### src/rtl/regfile_sequencer_if.sv
// Instruction-side handshake between an instruction source and the register-file sequencer.
// The source is the master: it offers instructions and observes retire status.
interface regfile_sequencer_if;
  logic        instr_valid;
  logic        instr_ready;
  logic [15:0] instr;
  logic        done;
  logic [7:0]  result;
  logic        flag_z;
  logic        flag_c;

  modport master (
    output instr_valid,
    output instr,
    input  instr_ready,
    input  done,
    input  result,
    input  flag_z,
    input  flag_c
  );

  modport slave (
    input  instr_valid,
    input  instr,
    output instr_ready,
    output done,
    output result,
    output flag_z,
    output flag_c
  );
endinterface

### src/rtl/regfile_sequencer.sv
// Controller for a 16 x 8-bit register file with one always-writing port and two asynchronous
// read ports. Zero-clears the file after reset, then executes 16-bit register-to-register
// instructions in three cycles each (accept, read, write).
module regfile_sequencer #(
  parameter bit CLEAR_ON_RESET = 1'b1
) (
  input  logic                clk,
  input  logic                rst,
  regfile_sequencer_if.slave  bus,
  output logic [3:0]          rf_sel_in,
  output logic [7:0]          rf_in,
  output logic [3:0]          rf_sel_o1,
  output logic [3:0]          rf_sel_o2,
  input  logic [7:0]          rf_o1,
  input  logic [7:0]          rf_o2
);

  typedef enum logic [1:0] {StClear, StIdle, StRead, StWrite} state_e;

  localparam logic [3:0] OpAdd = 4'd0;
  localparam logic [3:0] OpSub = 4'd1;
  localparam logic [3:0] OpAnd = 4'd2;
  localparam logic [3:0] OpOr  = 4'd3;
  localparam logic [3:0] OpXor = 4'd4;
  localparam logic [3:0] OpShl = 4'd5;
  localparam logic [3:0] OpShr = 4'd6;
  localparam logic [3:0] OpMov = 4'd7;
  localparam logic [3:0] OpLdi = 4'd8;
  localparam logic [3:0] OpCmp = 4'd9;

  state_e      state_q;
  logic [3:0]  clr_cnt_q;
  logic [15:0] instr_q;
  logic [7:0]  pend_res_q;
  logic        pend_c_q;
  logic        done_q;
  logic [7:0]  result_q;
  logic        flag_z_q;
  logic        flag_c_q;

  // Field decode of the latched instruction.
  logic [3:0] op;
  logic [3:0] rd;
  logic [3:0] rs1;
  logic [3:0] rs2;
  logic [7:0] imm8;
  logic       writes_rf;
  logic       updates_flags;

  assign op            = instr_q[15:12];
  assign rd            = instr_q[11:8];
  assign rs1           = instr_q[7:4];
  assign rs2           = instr_q[3:0];
  assign imm8          = instr_q[7:0];
  // Opcodes 0..8 write rd; CMP (9) only updates result/flags; 10..15 are NOPs.
  assign writes_rf     = (op <= OpLdi);
  assign updates_flags = (op <= OpCmp);

  // ALU on the live read-port data; consumed only at the end of the READ cycle.
  logic [7:0] alu_res;
  logic       alu_c;
  logic [8:0] sum9;
  logic [8:0] diff9;

  assign sum9  = {1'b0, rf_o1} + {1'b0, rf_o2};
  assign diff9 = {1'b0, rf_o1} - {1'b0, rf_o2};

  // Combinational ALU: result and carry/borrow for the current opcode.
  always_comb begin
    alu_res = 8'h00;
    alu_c   = 1'b0;
    case (op)
      OpAdd: begin
        alu_res = sum9[7:0];
        alu_c   = sum9[8];
      end
      OpSub, OpCmp: begin
        alu_res = diff9[7:0];
        alu_c   = diff9[8];  // borrow out means rf_o1 < rf_o2
      end
      OpAnd:   alu_res = rf_o1 & rf_o2;
      OpOr:    alu_res = rf_o1 | rf_o2;
      OpXor:   alu_res = rf_o1 ^ rf_o2;
      OpShl:   alu_res = rf_o1 << rf_o2[2:0];
      OpShr:   alu_res = rf_o1 >> rf_o2[2:0];
      OpMov:   alu_res = rf_o1;
      OpLdi:   alu_res = imm8;
      default: begin
        alu_res = 8'h00;
        alu_c   = 1'b0;
      end
    endcase
  end

  // Sequencer FSM with registered retire status and result/flag outputs.
  always_ff @(posedge clk) begin
    if (rst) begin
      state_q   <= CLEAR_ON_RESET ? StClear : StIdle;
      clr_cnt_q <= 4'd0;
      done_q    <= 1'b0;
      result_q  <= 8'h00;
      flag_z_q  <= 1'b0;
      flag_c_q  <= 1'b0;
    end else begin
      done_q <= 1'b0;
      unique case (state_q)
        StClear: begin
          clr_cnt_q <= clr_cnt_q + 4'd1;
          if (clr_cnt_q == 4'd15) begin
            state_q <= StIdle;
          end
        end
        StIdle: begin
          // Ready is implied by being in IDLE, so valid alone completes the handshake.
          if (bus.instr_valid) begin
            instr_q <= bus.instr;
            state_q <= StRead;
          end
        end
        StRead: begin
          // Operands are captured here, so rd aliasing rs1/rs2 sees the old values.
          pend_res_q <= alu_res;
          pend_c_q   <= alu_c;
          state_q    <= StWrite;
        end
        StWrite: begin
          done_q  <= 1'b1;
          state_q <= StIdle;
          if (updates_flags) begin
            result_q <= pend_res_q;
            flag_z_q <= (pend_res_q == 8'h00);
            flag_c_q <= pend_c_q;
          end
        end
      endcase
    end
  end

  // Register-file port drive; any cycle without a real write rewrites read port 1's entry.
  always_comb begin
    logic hold;
    hold      = 1'b1;
    rf_sel_o1 = 4'd0;
    rf_sel_o2 = 4'd0;
    rf_sel_in = 4'd0;
    rf_in     = 8'h00;
    unique case (state_q)
      StClear: begin
        hold      = 1'b0;
        rf_sel_in = clr_cnt_q;
        rf_in     = 8'h00;
      end
      StIdle: begin
        hold = 1'b1;
      end
      StRead: begin
        rf_sel_o1 = rs1;
        rf_sel_o2 = rs2;
      end
      StWrite: begin
        if (writes_rf) begin
          hold      = 1'b0;
          rf_sel_in = rd;
          rf_in     = pend_res_q;
        end else begin
          rf_sel_o1 = rd;
        end
      end
    endcase
    if (hold) begin
      rf_sel_in = rf_sel_o1;
      rf_in     = rf_o1;
    end
  end

  assign bus.instr_ready = (state_q == StIdle);
  assign bus.done        = done_q;
  assign bus.result      = result_q;
  assign bus.flag_z      = flag_z_q;
  assign bus.flag_c      = flag_c_q;

endmodule

### src/flat_wrapper.sv
// flat-port wrapper written by rule: the top's interface ports become plain ports
module regfile_sequencer_flat 
#(
  parameter bit CLEAR_ON_RESET = 1'b1
)
  (clk, rst, rf_sel_in, rf_in, rf_sel_o1, rf_sel_o2, rf_o1, rf_o2, bus_instr_valid, bus_instr, bus_instr_ready, bus_done, bus_result, bus_flag_z, bus_flag_c);
  regfile_sequencer_if bus_i ();
  input  logic clk;
  input  logic rst;
  output logic [3:0] rf_sel_in;
  output logic [7:0] rf_in;
  output logic [3:0] rf_sel_o1;
  output logic [3:0] rf_sel_o2;
  input  logic [7:0] rf_o1;
  input  logic [7:0] rf_o2;
  input wire logic [$bits(bus_i.instr_valid)-1:0] bus_instr_valid;
  input wire logic [$bits(bus_i.instr)-1:0] bus_instr;
  output wire logic [$bits(bus_i.instr_ready)-1:0] bus_instr_ready;
  output wire logic [$bits(bus_i.done)-1:0] bus_done;
  output wire logic [$bits(bus_i.result)-1:0] bus_result;
  output wire logic [$bits(bus_i.flag_z)-1:0] bus_flag_z;
  output wire logic [$bits(bus_i.flag_c)-1:0] bus_flag_c;
  assign bus_i.instr_valid = bus_instr_valid;
  assign bus_i.instr = bus_instr;
  assign bus_instr_ready = bus_i.instr_ready;
  assign bus_done = bus_i.done;
  assign bus_result = bus_i.result;
  assign bus_flag_z = bus_i.flag_z;
  assign bus_flag_c = bus_i.flag_c;
  regfile_sequencer #(.CLEAR_ON_RESET(CLEAR_ON_RESET)) u_core (.clk(clk), .rst(rst), .bus(bus_i), .rf_sel_in(rf_sel_in), .rf_in(rf_in), .rf_sel_o1(rf_sel_o1), .rf_sel_o2(rf_sel_o2), .rf_o1(rf_o1), .rf_o2(rf_o2));
endmodule
### config.mk
export PLATFORM = sky130hd
export DESIGN_NAME = regfile_sequencer_flat
export DESIGN_NICKNAME = d
export VERILOG_FILES = /design/src/rtl/regfile_sequencer_if.sv /design/src/rtl/regfile_sequencer.sv /design/src/flat_wrapper.sv
export SDC_FILE = /design/constraint.sdc
export NUM_CORES = 1
export LEC_CHECK = 0
export CORE_AREA = 2 2 128 99
export CTS_CLUSTER_DIAMETER = 40
export DETAILED_ROUTE_END_ITERATION = 7
export DIE_AREA = 0 0 130 101
export PLACE_DENSITY = 0.52
export SYNTH_ARGS = -nofsm -noshare
export SYNTH_HDL_FRONTEND = slang
export SYNTH_SLANG_ARGS = --single-unit
export TNS_END_PERCENT = 100
### constraint.sdc
create_clock -name clk -period 4.1 [get_ports clk]
set_input_delay 0.615 -clock clk [delete_from_list [all_inputs] [get_ports clk]]
set_output_delay 0.615 -clock clk [all_outputs]
set_load 0.02 [all_outputs]
Yosys cells after proc, flatten, opt, wreduce, memory -nomap -nowiden --
Cells that the tools add are included.
Storage, ports and cells: flip-flop bits (word level) 42, input bits 35, bits in latches 0, memories 0, output and inout bits 32, RAM bits 0, word-level logic and storage cells 60, ROM bits 0
Cells by class: order comparisons 2, bitwise logic cells 4, divide/modulo/power cells 0, add/sub/neg operators 3, shift operators 2, multiplexer cells 17, equality and inequality tests 15, multiply operators 0, reductions and logical operators 8
Operators by type and width (number):
- case mux 8 bit (9 select lines) | 1
- two-way mux 8 bit | 3
- equality test 4 x 3 -> 1 bit, second input constant | 4
- two-way mux 4 bit | 4
- case mux 4 bit (2 select lines) | 2
- equality test 4 bit, second input constant | 3
- adder 8 x 8 -> 9 bit | 1
- subtractor 8 x 8 -> 9 bit | 1
- bitwise AND 8 bit | 1
- equality test 4 x 2 -> 1 bit, second input constant | 2
- <= comparator 4 bit, second input constant | 2
- zero test 8 bit | 1
- OR 8 bit | 1
- case mux 2 bit (4 select lines) | 1
- left shift 8 x 3 -> 8 bit | 1
- >> shifter 8 x 3 -> 8 bit | 1
- bitwise XOR 8 bit | 1
- AND reduction 2 bit | 3
- adder 4 x 1 -> 4 bit, second input constant | 1
- equality test 2 bit, second input constant | 2
- equality test 4 x 1 -> 1 bit, second input constant | 1
- zero test 4 bit | 1
- two-way mux 2 bit | 2
- case mux 1 bit (2 select lines) | 2
- 8 further kinds | 9

Logic depth before layout (Yosys ltp) --
Gate-level depths: netlist (run 1).
word-level depth 4, depth in mapped cells 10, gate-level depth less buffers 9

Worst setup path before layout (run 1) --
No wires, ideal clock.
path kind input to register, start in rf_o1[4], end reg u_core.pend_res_q[7] (data pin), slack 1.553 ns, stages 9, required time 3.846 ns, arrival 2.293 ns, setup time 0.254 ns, path buffers 2, cell sequence clkbuf_1 > inv_1 > ha_1 > clkbuf_1 > nand3_1 > o2111ai_1 > a21oi_1 > a211o_1 > a21o_1
Between the ends: word-level cells in the longest chain between the ends 2, elaborated cells on any way between the ends 5, those cells by class add/sub (2); shift (2); mux (1)
RTL lines:
- start: declaration | line flat_wrapper.sv:14 | input logic [7:0] rf_o1;
- subtractor 8 x 8 -> 9 bit, or another cell as far along | line regfile_sequencer.sv:66 | assign diff9 = {1'b0, rf_o1} - {1'b0, rf_o2};
- case mux 8 bit (9 select lines) * | line regfile_sequencer.sv:72 | case (op)
- via u_core.alu_res[7] | line regfile_sequencer.sv:60 | logic [7:0] alu_res;
- end signal: assignment | line regfile_sequencer.sv:122 | pend_res_q <= alu_res;
- end: declaration | line regfile_sequencer.sv:34 | logic [7:0] pend_res_q;
Mark *: on every way through the listed nets, which the timed path passes. The rest lies on a longest branch. A chain may end at the register's enable or synchronous reset.

Final worst setup path (run 1) --
start reg u_core.instr_q[14], end out rf_in[3]
Between the ends: word-level cells in the longest chain between the ends 4, elaborated cells on any way between the ends 6, those cells by class order compare (1); mux (5)
RTL lines:
- start: declaration | line regfile_sequencer.sv:33 | logic [15:0] instr_q;
- start signal: assignment | line regfile_sequencer.sv:116 | instr_q <= bus.instr;
- <= comparator 4 bit * | line regfile_sequencer.sv:56 | assign writes_rf = (op <= OpLdi);
- two-way mux 1 bit or two-way mux 8 bit (tied branches) | line regfile_sequencer.sv:161 | if (writes_rf) begin
- case mux 1 bit (2 select lines) or two-way mux 8 bit (tied branches) | line regfile_sequencer.sv:147 | unique case (state_q)
- two-way mux 8 bit * | line regfile_sequencer.sv:170 | if (hold) begin
- end: declaration | line flat_wrapper.sv:11 | output logic [7:0] rf_in;
Mark *: on every way between the ends. The rest lies on a longest branch, timed or not.

==> results.json, run 1 <==
{
  "routabilityCongestion": 0.9573,
  "start_util_pct": 29.19,
  "vias": 3361,
  "die_area_sq_um": 13130,
  "finalSetupViolCount": 0,
  "yosys.cell_types.count": 55,
  "cts_tree": "yes",
  "hold_viol_final": 0,
  "relSlewSlack_pct": 42.56,
  "synth_top_area_share_pct": 21.51,
  "worstPathRequired_ns": 3.48,
  "drv_cap": 0,
  "stdcell_count": 626,
  "yosysSeqAreaShare_pct": 31.27,
  "p_per_area_nw_per_um2": 332.0,
  "path_max_fanout": 17,
  "drc": 0,
  "dp_hpwl_microns": 9174,
  "core_sq_um": 11960,
  "root_buffer": "clkbuf_16",
  "fin_skew_ns": 0.008554,
  "nNetsFinal": 527,
  "syn_nets": 464,
  "grt-ovfl-total": 0,
  "p_total_mw": 1.492,
  "slew_viol_final": 0,
  "postSynthAreaPerCell_sq_um": 8.812,
  "area_growth_pct": 28.79,
  "die_y_microns": 101,
  "fmax_mhz": 276.5,
  "viasPerCell": 5.369,
  "grt_pass1_vias": 3215,
  "ys_warn_count": 0,
  "grt_pass1_wl_microns": 18270,
  "htreeDepth": 2,
  "fin_crit_ns": 3.617,
  "tightest_slew_ns": 0.8599,
  "cts_sinks": 42,
  "crit_type": "flip-flop to output port",
  "worst_setup_path_start_kind": "flip-flop",
  "dieWidth_microns": 130,
  "drt_wl_total_microns": 11750,
  "synth_largest_area_cell": "edfxtp_1",
  "final_cell_mix": "clkdlybuf4s50_1 (66), nand2_1 (37), nor2_1 (36), ha_1 (31), inv_1 (27)",
  "yosys-top-cells-area": "edfxtp_1 (22%), ha_1 (11%), dfxtp_1 (9.8%)",
  "p_leak_nw": 1.682,
  "hold_buffers": 0,
  "grt_usage_pct": 18.42,
  "fill_cells": 1218,
  "syn-cell-area_sq_um": 3490,
  "placement.io_buffers": 66,
  "drt-initial-drc-count": 410,
  "wire_per_inst_microns": 18.77,
  "post-route-util_pct": 37.59,
  "arrival_ns": 3.00,
  "grt_max_degree": 20,
  "syn_inst": 396,
  "cts_buffers": 5,
  "postCtsSetupBuffers": 0,
  "fin_tns_setup_ns": 0,
  "synth-seq-cells": 42,
  "final_antenna_net_count": 0,
  "synthArstFlopShare_pct": 0,
  "first_pass_iters": 5,
  "dp_cells": 618,
  "synth-main-ff-cell": "edfxtp_1",
  "placed_cell_area_sq_um": 4348,
  "multi_input_area_sq_um": 2182,
  "synth_edf_count": 25,
  "rows": 35,
  "hp-class": "flip-flop to flip-flop",
  "n_antenna_cell": 0,
  "antenna_found_initial": 0,
  "period_share_pct": 88.21,
  "ios": 67,
  "rsz0062_at_grt": "no",
  "seq_area_sq_um": 1091,
  "layout-drive-gt1-share_pct": 9.130,
  "status": "complete, no violations",
  "cts-resized-gates": 0,
  "clkTransAtPathRegs_ns": 0.07,
  "ir_drop_uv": 185.0,
  "clk_latency_ns": 0.29,
  "final_common_cell": "clkdlybuf4s50_1",
  "fin_area_sq_um": 4494,
  "clockBufferDepth": 2,
  "cp-end-kind": "output port"
}
==> power by group <==
part           internal [mW]  switching [mW]
Sequential             0.483          0.0372
Clock                  0.229           0.173
Combinational          0.255           0.315
Total                  0.967           0.525
==> per-stage QoR <==
step                      worst slack, ns  hold slack, ns
after floorplan                     1.553          0.4525
after global placement             0.8088          0.4462
after detailed placement           0.7811          0.4466
after CTS                          0.4852          0.4565
after global routing               0.3014          0.4728
final                              0.4835          0.4522
==> kinds of logic (layout without fill, tap and decap cells) <==
| family | after synthesis | count (layout) | synth area share (%) |
|---|---|---|---|
| AND/OR/NAND/NOR | 136 | 136 | 19.61 |
| AO/OA/AOI/OAI | 115 | 115 | 22.80 |
| buffers and inverters | 51 | 115 | 6.203 |
| flip-flops | 42 | 42 | 31.27 |
| adder cells (fa/ha/maj) | 33 | 33 | 12.26 |
| multiplexers | 16 | 16 | 7.099 |
| XOR/XNOR | 3 | 3 | 0.7531 |
==> flip-flops by register name, summed over array words and instances, names as in the netlist <==
signal             count
u_core.clr_cnt_q       4
u_core.bus.done        1
u_core.bus.flag_c      1
u_core.instr_q        16
u_core.pend_res_q      8
u_core.state_q         2
u_core.pend_c_q        1
u_core.bus.result      8
u_core.bus.flag_z      1
==> synth_stat cells (2+ instances only) <==
master and instances:
a22o_1 9, edfxtp_1 25, o211ai_1 2, buf_4 4, nor2_1 36, nor2b_1 6, ha_1 31, o221ai_1 2
a21o_1 2, a21oi_1 26, o2111ai_1 5, dfxtp_1 17, o31ai_1 2, o21ai_0 23, nor3_2 2, nand2_1 37
nand4_1 5, mux4_2 7, nor4_1 3, a222oi_1 5, buf_2 7, clkbuf_1 12, nand3_1 15, o221a_2 2
a22oi_1 9, and3_1 2, xor2_1 2, a31oi_1 4, nand2b_1 6, o22ai_1 3, mux2i_1 9, nor3_1 10
a211oi_1 2, fa_1 2, inv_1 27, o21bai_1 3, a32o_1 2, a221oi_1 9, and2_1 5
==> path summary, 6_finish.rpt <==
path / startpoint / slack, ns / depth (start not counted) / end
worst max-delay path: u_core.instr_q[14] / 0.48 / 7 / rf_in[3]
worst min-delay path: u_core.bus.result[2] / 0.45 / 2 / u_core.bus.result[2]
worst max register to register: u_core.instr_q[14] / 1.61 / 6 / u_core.pend_res_q[4]
worst min register to register: u_core.bus.result[2] / 0.45 / 2 / u_core.bus.result[2]
==> layout make-up <==
type	count	share of cell area, %
Timing Repair Buffer	80	17.04
Sequential cell	42	24.28
Clock buffer	5	2.784
Tap cell	166	4.621
Multi-Input combinational cell	303	48.55
Inverter	27	2.255
Clock inverter	3	0.4733
==> worst max-delay path, stage by stage, from the launching register on <==
cell	delay (ns)
edfxtp_1	0.64
nor4b_4	0.53
nand2b_1	0.17
buf_4	0.20
nor2_2	0.10
or2_4	0.30
a32o_1	0.23
clkdlybuf4s50_1	0.54
==> per-layer routing <==
| layer | part of all wire [%] | track usage [%] |
|---|---|---|
| met1 | 48 | 28.55 |
| met3 | 9.3 | 4.512 |
| met5 | 0 | 0 |
| met4 | 0.97 | 3.474 |
| met2 | 42 | 25.65 |
Power figures use the tool's default switching activity.
==> run 2: changes to the inputs <==
--- a/config.mk
+++ b/config.mk
@@ -5,10 +5,10 @@
 export SDC_FILE = /design/constraint.sdc
 export NUM_CORES = 1
 export LEC_CHECK = 0
-export CORE_AREA = 2 2 128 99
+export CORE_AREA = 5 5 131 102
 export CTS_CLUSTER_DIAMETER = 40
 export DETAILED_ROUTE_END_ITERATION = 7
-export DIE_AREA = 0 0 130 101
+export DIE_AREA = 0 0 136 107
 export PLACE_DENSITY = 0.52
 export SYNTH_ARGS = -nofsm -noshare
 export SYNTH_HDL_FRONTEND = slang
==> results.json, run 2 (synthesis gave the netlist of run 1 again) <==
{
  "fin_skew_ns": 0.01083,
  "finalSetupViolCount": 0,
  "placed_cell_area_sq_um": 4363,
  "ios": 67,
  "crit_type": "flip-flop to output port",
  "area_growth_pct": 29.72,
  "dieWidth_microns": 136,
  "grt_pass1_vias": 3279,
  "hp-class": "flip-flop to flip-flop",
  "rsz0062_at_grt": "no",
  "slowest_delay_ns": 0.56,
  "crit_family": "simple AND/OR/NAND/NOR gates",
  "drt_wl_total_microns": 12150,
  "comb_power_share_pct": 37.5,
  "slowest_stage": "edfxtp_1",
  "nNetsFinal": 529,
  "p_per_area_nw_per_um2": 336.2,
  "p_int_mw": 1.003,
  "drt-initial-drc-count": 367,
  "drv_cap": 0,
  "tightest_slew_ns": 0.8920,
  "antenna_found_initial": 0,
  "cts_buffers": 5,
  "top_register": "u_core.instr_q",
  "final_common_cell": "clkdlybuf4s50_1",
  "cts_sinks": 42,
  "n_antenna_cell": 0,
  "p_total_mw": 1.522,
  "slew_viol_final": 0,
  "viasPerCell": 5.398,
  "worstPathRequired_ns": 3.48,
  "routabilityCongestion": 1.012,
  "placement.io_buffers": 66,
  "hold_buffers": 0,
  "status": "complete, no violations",
  "p_leak_nw": 1.698,
  "hold_slack_ns": 0.4601,
  "hold_viol_final": 0,
  "largest_reg_flops": 16,
  "cp-end-kind": "output port",
  "clkTransAtPathRegs_ns": 0.07,
  "seqPwrFrac_pct": 34.1,
  "root_buffer": "clkbuf_16",
  "path_depth": 6,
  "period_share_pct": 86.06,
  "grt_max_degree": 24,
  "grt_usage_pct": 16.77,
  "ir_drop_uv": 163.2,
  "htreeDepth": 2,
  "arrival_ns": 2.91,
  "fmax_mhz": 283.4,
  "drc": 0,
  "die_y_microns": 107,
  "p_sw_share_pct": 34.08,
  "path_buf_inv": 1,
  "cts-resized-gates": 0,
  "clockBufferDepth": 2,
  "fin_area_sq_um": 4527,
  "fin_crit_ns": 3.528,
  "path_max_fanout": 12,
  "worst_r2r_path_depth": 7,
  "grt_pass1_wl_microns": 18990,
  "fin_tns_setup_ns": 0,
  "p_clk_share_pct": 28.4,
  "power.switching_mw": 0.5187,
  "worstPathCellList": "nor4b_4 -> nand2b_1 -> nor2_2 -> or2_4 -> a32o_1 -> clkdlybuf4s50_1",
  "holdPathStages": 2,
  "clk_latency_ns": 0.29,
  "relSlewSlack_pct": 40.04,
  "rows": 35,
  "first_pass_iters": 5,
  "core_sq_um": 11960,
  "cts_tree": "yes",
  "grt-ovfl-total": 0,
  "final_antenna_net_count": 0,
  "dp_hpwl_microns": 9554,
  "postCtsSetupBuffers": 0,
  "start_util_pct": 29.19,
  "layout-drive-gt1-share_pct": 9.524,
  "worst_setup_path_start_kind": "flip-flop",
  "die_area_sq_um": 14550,
  "wire_per_inst_microns": 19.34,
  "final_cell_mix": "clkdlybuf4s50_1 (66), nand2_1 (37), nor2_1 (36), ha_1 (31), inv_1 (27)",
  "vias": 3390
}
-- run 2: cell types whose count changed in the layout (fill, tap and decap cells not counted), sizes merged --
cell / delta
clkinv: +1
clkbuf: +1
inv: -2
buf: +2
-- run 2: worst min-delay path: cells and delay by family (launching register included) --
kind | cells | cell delay (ns)
AOI/OAI and AO/OA | 1 | 0.05
and+or+nand+nor | 1 | 0.05
DFF | 1 | 0.31
-- run 2: power groups by stage --
stage	Sequential (mW)	Clock [mW]	Combinational, mW
2_1_floorplan	0.514	0	0.351
3_3_place_gp	0.526	0	0.568
3_5_place_dp	0.528	0	0.569
4_1_cts	0.518	0.445	0.572
5_1_grt	0.522	0.464	0.628
6_report	0.519	0.432	0.571
-- run 2: final cells by class --
cell class / instances / area, sq um
fill: 1207 / 7428
multi-input combinational: 303 / 2182
sequential: 42 / 1091
timing repair buffer: 82 / 780.7
tap: 166 / 207.7
clock buffer: 6 / 150.1
inverter: 27 / 101.3
clock inverter: 2 / 13.76
-- run 2: final timing paths --
kind / slack (ns) / start / endpoint
max: 0.57 / u_core.instr_q[12] / rf_in[3]
min: 0.46 / u_core.bus.result[2] / u_core.bus.result[2]
max reg2reg: 1.85 / u_core.instr_q[14] / u_core.pend_res_q[4]
min reg2reg: 0.46 / u_core.bus.result[2] / u_core.bus.result[2]
-- run 2: through the flow --
| step | utilization, % | instances | setup WS (ns) |
|---|---|---|---|
| after floorplan | - | 396 | 1.553 |
| after global placement | 36.49 | 620 | 0.8026 |
| after detailed placement | 36.49 | 620 | 0.6904 |
| after CTS | 37.87 | 628 | 0.5701 |
| after global routing | 37.87 | 628 | 0.3906 |
| final | 37.87 | 628 | 0.5716 |
-- run 2: layer usage --
layer,vias to the layer above,routed length (microns),global-route usage (%)
met5,-,0,0
met4,0,165,3.741
met3,15,1103,4.221
met2,162,5100,24.28
met1,1611,5777,24.89
li1,1602,-,-
